==> src/rtl/vga_dither_out.sv <==
// vga_dither_out: reduces IN_W-bit RGB to OUT_W bits with 4x4 Bayer ordered dither (built only with VGA_DITHER_EN).
// Latency 2 ce_pix-qualified cycles for colour and syncs; no backpressure, every register advances only on ce_pix.
module vga_dither_out #(
  parameter int   IN_W     = 8,
  parameter int   OUT_W    = 6,
  parameter logic VS_POL   = 1'b0,
  parameter int   TEMPORAL = 0
) (
  input  logic             clk,
  input  logic             reset,
  input  logic             ce_pix,
  input  logic [IN_W-1:0]  r_in,
  input  logic [IN_W-1:0]  g_in,
  input  logic [IN_W-1:0]  b_in,
  input  logic             hs_in,
  input  logic             vs_in,
  input  logic             de_in,
  output logic [OUT_W-1:0] r_out,
  output logic [OUT_W-1:0] g_out,
  output logic [OUT_W-1:0] b_out,
  output logic             hs_out,
  output logic             vs_out,
  output logic             de_out
);

  localparam int D = IN_W - OUT_W;

  if (OUT_W < 1 || OUT_W > IN_W) begin : g_bad_width
    $error("vga_dither_out: OUT_W must lie in 1..IN_W");
  end

  function automatic logic [3:0] f_bayer(input logic [1:0] iy, input logic [1:0] ix);
    logic [3:0] v;
    case ({iy, ix})
      4'h0: v = 4'd0;   4'h1: v = 4'd8;   4'h2: v = 4'd2;   4'h3: v = 4'd10;
      4'h4: v = 4'd12;  4'h5: v = 4'd4;   4'h6: v = 4'd14;  4'h7: v = 4'd6;
      4'h8: v = 4'd3;   4'h9: v = 4'd11;  4'hA: v = 4'd1;   4'hB: v = 4'd9;
      4'hC: v = 4'd15;  4'hD: v = 4'd7;   4'hE: v = 4'd13;  default: v = 4'd5;
    endcase
    return v;
  endfunction

  // Add the threshold one bit wider so a carry saturates instead of wrapping to black.
  function automatic logic [OUT_W-1:0] f_dither(input logic [IN_W-1:0] v, input logic [IN_W-1:0] t);
    logic [IN_W:0] s;
    s = {1'b0, v} + {1'b0, t};
    if (s[IN_W]) return '1;
    return OUT_W'(s >> D);
  endfunction

  logic [IN_W-1:0] w_t;

`ifdef VGA_DITHER_EN
  logic [1:0]      r_x, r_y, r_frame;
  logic            r_de_prev, r_vs_prev;
  logic            w_de_fall, w_vs_lead;
  logic [1:0]      w_ix, w_iy;
  logic [IN_W+3:0] w_tmp;

  assign w_de_fall = r_de_prev & ~de_in;
  assign w_vs_lead = (vs_in == VS_POL) && (r_vs_prev != VS_POL);
  assign w_ix      = r_x ^ ((TEMPORAL != 0) ? {r_frame[0], 1'b0} : 2'b00);
  assign w_iy      = r_y ^ ((TEMPORAL != 0) ? {r_frame[1], 1'b0} : 2'b00);
  assign w_tmp     = {{IN_W{1'b0}}, f_bayer(w_iy, w_ix)};

  if (D <= 4) begin : g_shr
    assign w_t = IN_W'(w_tmp >> (4 - D));
  end else begin : g_shl
    assign w_t = IN_W'(w_tmp << (D - 4));
  end

  always_ff @(posedge clk or posedge reset) begin
    if (reset) begin
      r_x       <= '0;
      r_y       <= '0;
      r_frame   <= '0;
      r_de_prev <= 1'b0;
      r_vs_prev <= 1'b0;
    end else if (ce_pix) begin
      r_de_prev <= de_in;
      r_vs_prev <= vs_in;
      if (w_de_fall)  r_x <= '0;
      else if (de_in) r_x <= r_x + 2'd1;
      // A frame start on the same pixel as a line end restarts the row count.
      if (w_vs_lead)      r_y <= '0;
      else if (w_de_fall) r_y <= r_y + 2'd1;
      if (w_vs_lead)      r_frame <= r_frame + 2'd1;
    end
  end
`else
  logic w_unused_cfg;

  assign w_t          = '0;
  assign w_unused_cfg = VS_POL ^ (TEMPORAL != 0);
`endif

  logic [IN_W-1:0]  r_r1, r_g1, r_b1, r_t1;
  logic             r_hs1, r_vs1, r_de1;
  logic [OUT_W-1:0] r_r2, r_g2, r_b2;
  logic             r_hs2, r_vs2, r_de2;

  always_ff @(posedge clk or posedge reset) begin
    if (reset) begin
      r_r1  <= '0;
      r_g1  <= '0;
      r_b1  <= '0;
      r_t1  <= '0;
      r_hs1 <= 1'b0;
      r_vs1 <= 1'b0;
      r_de1 <= 1'b0;
      r_r2  <= '0;
      r_g2  <= '0;
      r_b2  <= '0;
      r_hs2 <= 1'b0;
      r_vs2 <= 1'b0;
      r_de2 <= 1'b0;
    end else if (ce_pix) begin
      r_r1  <= r_in;
      r_g1  <= g_in;
      r_b1  <= b_in;
      r_t1  <= w_t;
      r_hs1 <= hs_in;
      r_vs1 <= vs_in;
      r_de1 <= de_in;
      // Blanking is folded into stage 2 so the colour outputs stay purely registered.
      r_r2  <= r_de1 ? f_dither(r_r1, r_t1) : '0;
      r_g2  <= r_de1 ? f_dither(r_g1, r_t1) : '0;
      r_b2  <= r_de1 ? f_dither(r_b1, r_t1) : '0;
      r_hs2 <= r_hs1;
      r_vs2 <= r_vs1;
      r_de2 <= r_de1;
    end
  end

  assign r_out  = r_r2;
  assign g_out  = r_g2;
  assign b_out  = r_b2;
  assign hs_out = r_hs2;
  assign vs_out = r_vs2;
  assign de_out = r_de2;

endmodule

==> config.mk <==
export PLATFORM = sky130hd
export DESIGN_NAME = vga_dither_out
export DESIGN_NICKNAME = d
export VERILOG_FILES = /design/src/rtl/vga_dither_out.sv
export SDC_FILE = /design/constraint.sdc
export NUM_CORES = 1
export LEC_CHECK = 0
export ABC_AREA = 1
export BUFFER_PORTS_ARGS = -buffer_cell sky130_fd_sc_hd__buf_4
export CAP_MARGIN = 20
export CORE_MARGIN = 2
export CORE_UTILIZATION = 45
export DETAILED_ROUTE_END_ITERATION = 6
export GPL_TIMING_DRIVEN = 1
export PLACE_DENSITY_LB_ADDON = 0.1
export SETUP_SLACK_MARGIN = 0.15
export SLEW_MARGIN = 20
export SYNTH_ARGS = -nofsm -noshare
export SYNTH_HDL_FRONTEND = slang
export SYNTH_SLANG_ARGS = --single-unit
==> constraint.sdc <==
create_clock -name clk -period 1.16 [get_ports clk]
set_input_delay 0.116 -clock clk [delete_from_list [all_inputs] [get_ports clk]]
set_output_delay 0.116 -clock clk [all_outputs]
set_load 0.05 [all_outputs]
==> run_results.csv <==
group,metric,value,unit
route,routed-via-count,1265,
sta,grt_setup_unrepaired,"yes",
global_route,grt_max_degree,43,
global_route,track_usage,16.7,%
cells_and_area,drive_above_1_share,25.2,%
worst_setup_path,cp.arrival,860,ps
worst_setup_path,critPathLaunchType,"flip-flop",
worst_setup_path,max_stage_delay,410,ps
cells_and_area,fill_cells,344,
sta,relSlewSlack,74.7,%
yosys,yosys.cell_types.count,8,
floorplanning,dieArea,4200,sq um
yosys,syn_nets,211,
cts,cts_made_buffers,5,
global_route,antenna_found_initial,0,
sta,min_period,978,ps
worst_setup_path,regToRegSetupSlack,290,ps
worst_setup_path,cp_max_fo,2,
route,drt_wl_total,3050,um
worst_setup_path,r2r_start,"r_de1",
sta,tns,0,ps
cts,clockBufferDepth,2,
route,ant_nets,0,
route,drtIter0Drc,116,
cells_and_area,final_cell_mix,"108 x nand2_1, 41 x dfrtp_1, 33 x buf_4",
placed_design,place_congestion,0.704,
cells_and_area,fin_nets,255,
hold_path,hold_end,"r_b1[4]",
sta,hold_viol,0,
cts,insertion_delay,290,ps
worst_setup_path,cp_cell_sequence,"buf_6",
cells_and_area,antenna_cells,0,
run_status,status,"finished, final reports clean",
floorplanning,dieHeight,64.8,um
floorplanning,dieWidth,64.8,um
worst_setup_path,cp-end-kind,"primary output",
sta,fin_worst_skew,1.63,ps
power,ir_worst_vdd,927,uV
sta,setup_violations,0,
route,viasPerCell,4.62,
route,drc,0,
hold_path,hp-start,"b_in[4]",
cts,cts.sinks,42,
worst_setup_path,worst-path-buf-inv,1,
yosys,netlist_area,1660,sq um
sta,fmax,1020,MHz
hold_path,holdPathStages,3,
yosys,syn_inst,181,
cts,cts_tree,"done",
cells_and_area,design_area,2140,sq um
cts,root_buffer,"clkbuf_8",
worst_setup_path,reg2regPathDepth,2,
placed_design,dp_hpwl,1980,um
cells_and_area,syn2layout_area_growth,28.7,%
global_route,grt_overflow_total,0,
job,drv_cap,0,
cts,path_clk_slew,70,ps
sta,fin_crit_sh,84.3,%
yosys,synth_seq_area_share,63.2,%
sta,whs,24.4,ps
global_route,grt_pass1_wl,5360,um
cells_and_area,regArea,1050,sq um
cells_and_area,multiInputGateArea,495,sq um
placed_design,placed_area,1990,sq um
floorplanning,core.rowCount,22,
route,drtPass1Iterations,4,
floorplanning,core,3610,sq um
yosys,yosysWarningCount,0,
power,power_leakage,1.20,nW
worst_setup_path,path_delay_family,"flip-flops",
sta,tightestPinTransition,380,ps
floorplanning,start_util,46.1,%
placed_design,io_buffers,44,
worst_setup_path,critPathLaunch,"g_out[2]",
floorplanning,io_pins,51,
worst_setup_path,worstSetupPathType,"flip-flop to primary output",
worst_setup_path,required,1040,ps
route,wl_per_cell,11.1,um
sta,drv_slew,0,
yosys,syn_area_per_cell,9.19,sq um
cells_and_area,final_common_cell,"nand2_1",
worst_setup_path,slowest_stage,"dfrtp_1",
hold_path,hold_path_class,"primary input to flip-flop",
worst_setup_path,reg2reg_to,"r_out[1]",
cts,htreeDepth,2,
yosys,ys_seq_elements,42,
power,pwr_density_cell,1530,nW/um^2
global_route,grt_pass1_vias,1247,
[through the flow]
| stage | instances | setup slack [ps] | util, % | total power (W) |
|---|---|---|---|---|
| after global routing | 274 | 148 | 59.3 | 0.00345 |
| after CTS | 274 | 154 | 58.1 | 0.00329 |
| after global placement | 265 | 93.0 | 55.1 | 0.00232 |
| after floorplan | 181 | 324 | - | 0.00213 |
| final | 274 | 182 | 59.3 | 0.00327 |
| after detailed placement | 265 | 69.9 | 55.1 | 0.00234 |
[area by class of cell]
| class | instances | share of cell area (%) |
|---|---|---|
| Clock buffer | 7 | 4.04 |
| Inverter | 2 | 0.760 |
| Timing Repair Buffer | 48 | 19.8 |
| Sequential cell | 42 | 49.2 |
| Clock inverter | 1 | 0.234 |
| Tap cell | 48 | 2.81 |
| Multi-Input combinational cell | 126 | 23.2 |
[state kept, by name (all words and copies together) (netlist names)]
name / flops
b_out: 6
de_out: 1
g_out: 6
hs_out: 1
r_b1: 6
r_de1: 1
r_g1: 6
r_hs1: 1
r_out: 6
r_r1: 6
r_vs1: 1
vs_out: 1
[worst max path at each step]
stage | to | slack (ps) | cells past startpoint
3_5_place_dp | r_out[1] | 70 | 2
4_1_cts | r_out[2] | 150 | 1
3_3_place_gp | r_out[0] | 90 | 2
5_1_grt | g_out[2] | 150 | 1
2_1_floorplan | b_out[0] | 320 | 2
6_report | g_out[2] | 180 | 1
[logic make-up after synthesis]
kind of cell           share of synthesized area, %
and+or+nand+nor                                29.8
buffers and inverters                          7.00
DFF                                            63.2
[routing by layer]
metal | up-vias | part of all wire (%) | track usage (%)
li1 | 637 | - | -
met1 | 587 | 45 | 21.4
met2 | 36 | 48 | 27.1
met3 | 5 | 5.9 | 5.21
met4 | 0 | 1.7 | 5.59
met5 | - | 0 | 0
[where the power goes]
group | internal, W | switching [W] | total (W)
sequential | 0.00159 | 0.0000971 | 0.00169
clock | 0.000480 | 0.000457 | 0.000937
combinational | 0.000234 | 0.000410 | 0.000644
total | 0.00231 | 0.000964 | 0.00327
[synth_stat cells, drive strengths merged]
cell type	n	area share [%]
buf	11	6.2
inv	2	0.75
dfrtp	42	63
nand2	108	24
nand3	18	5.4
[what timing repair did]
action                                  4_1_cts  5_1_grt
setup buffers                                 0        0
resized for setup                             2       12
endpoints found under the hold margin        42        0
endpoints found under the setup margin       21       13
hold buffers                                  1        0
Power figures use the tool's default switching activity.
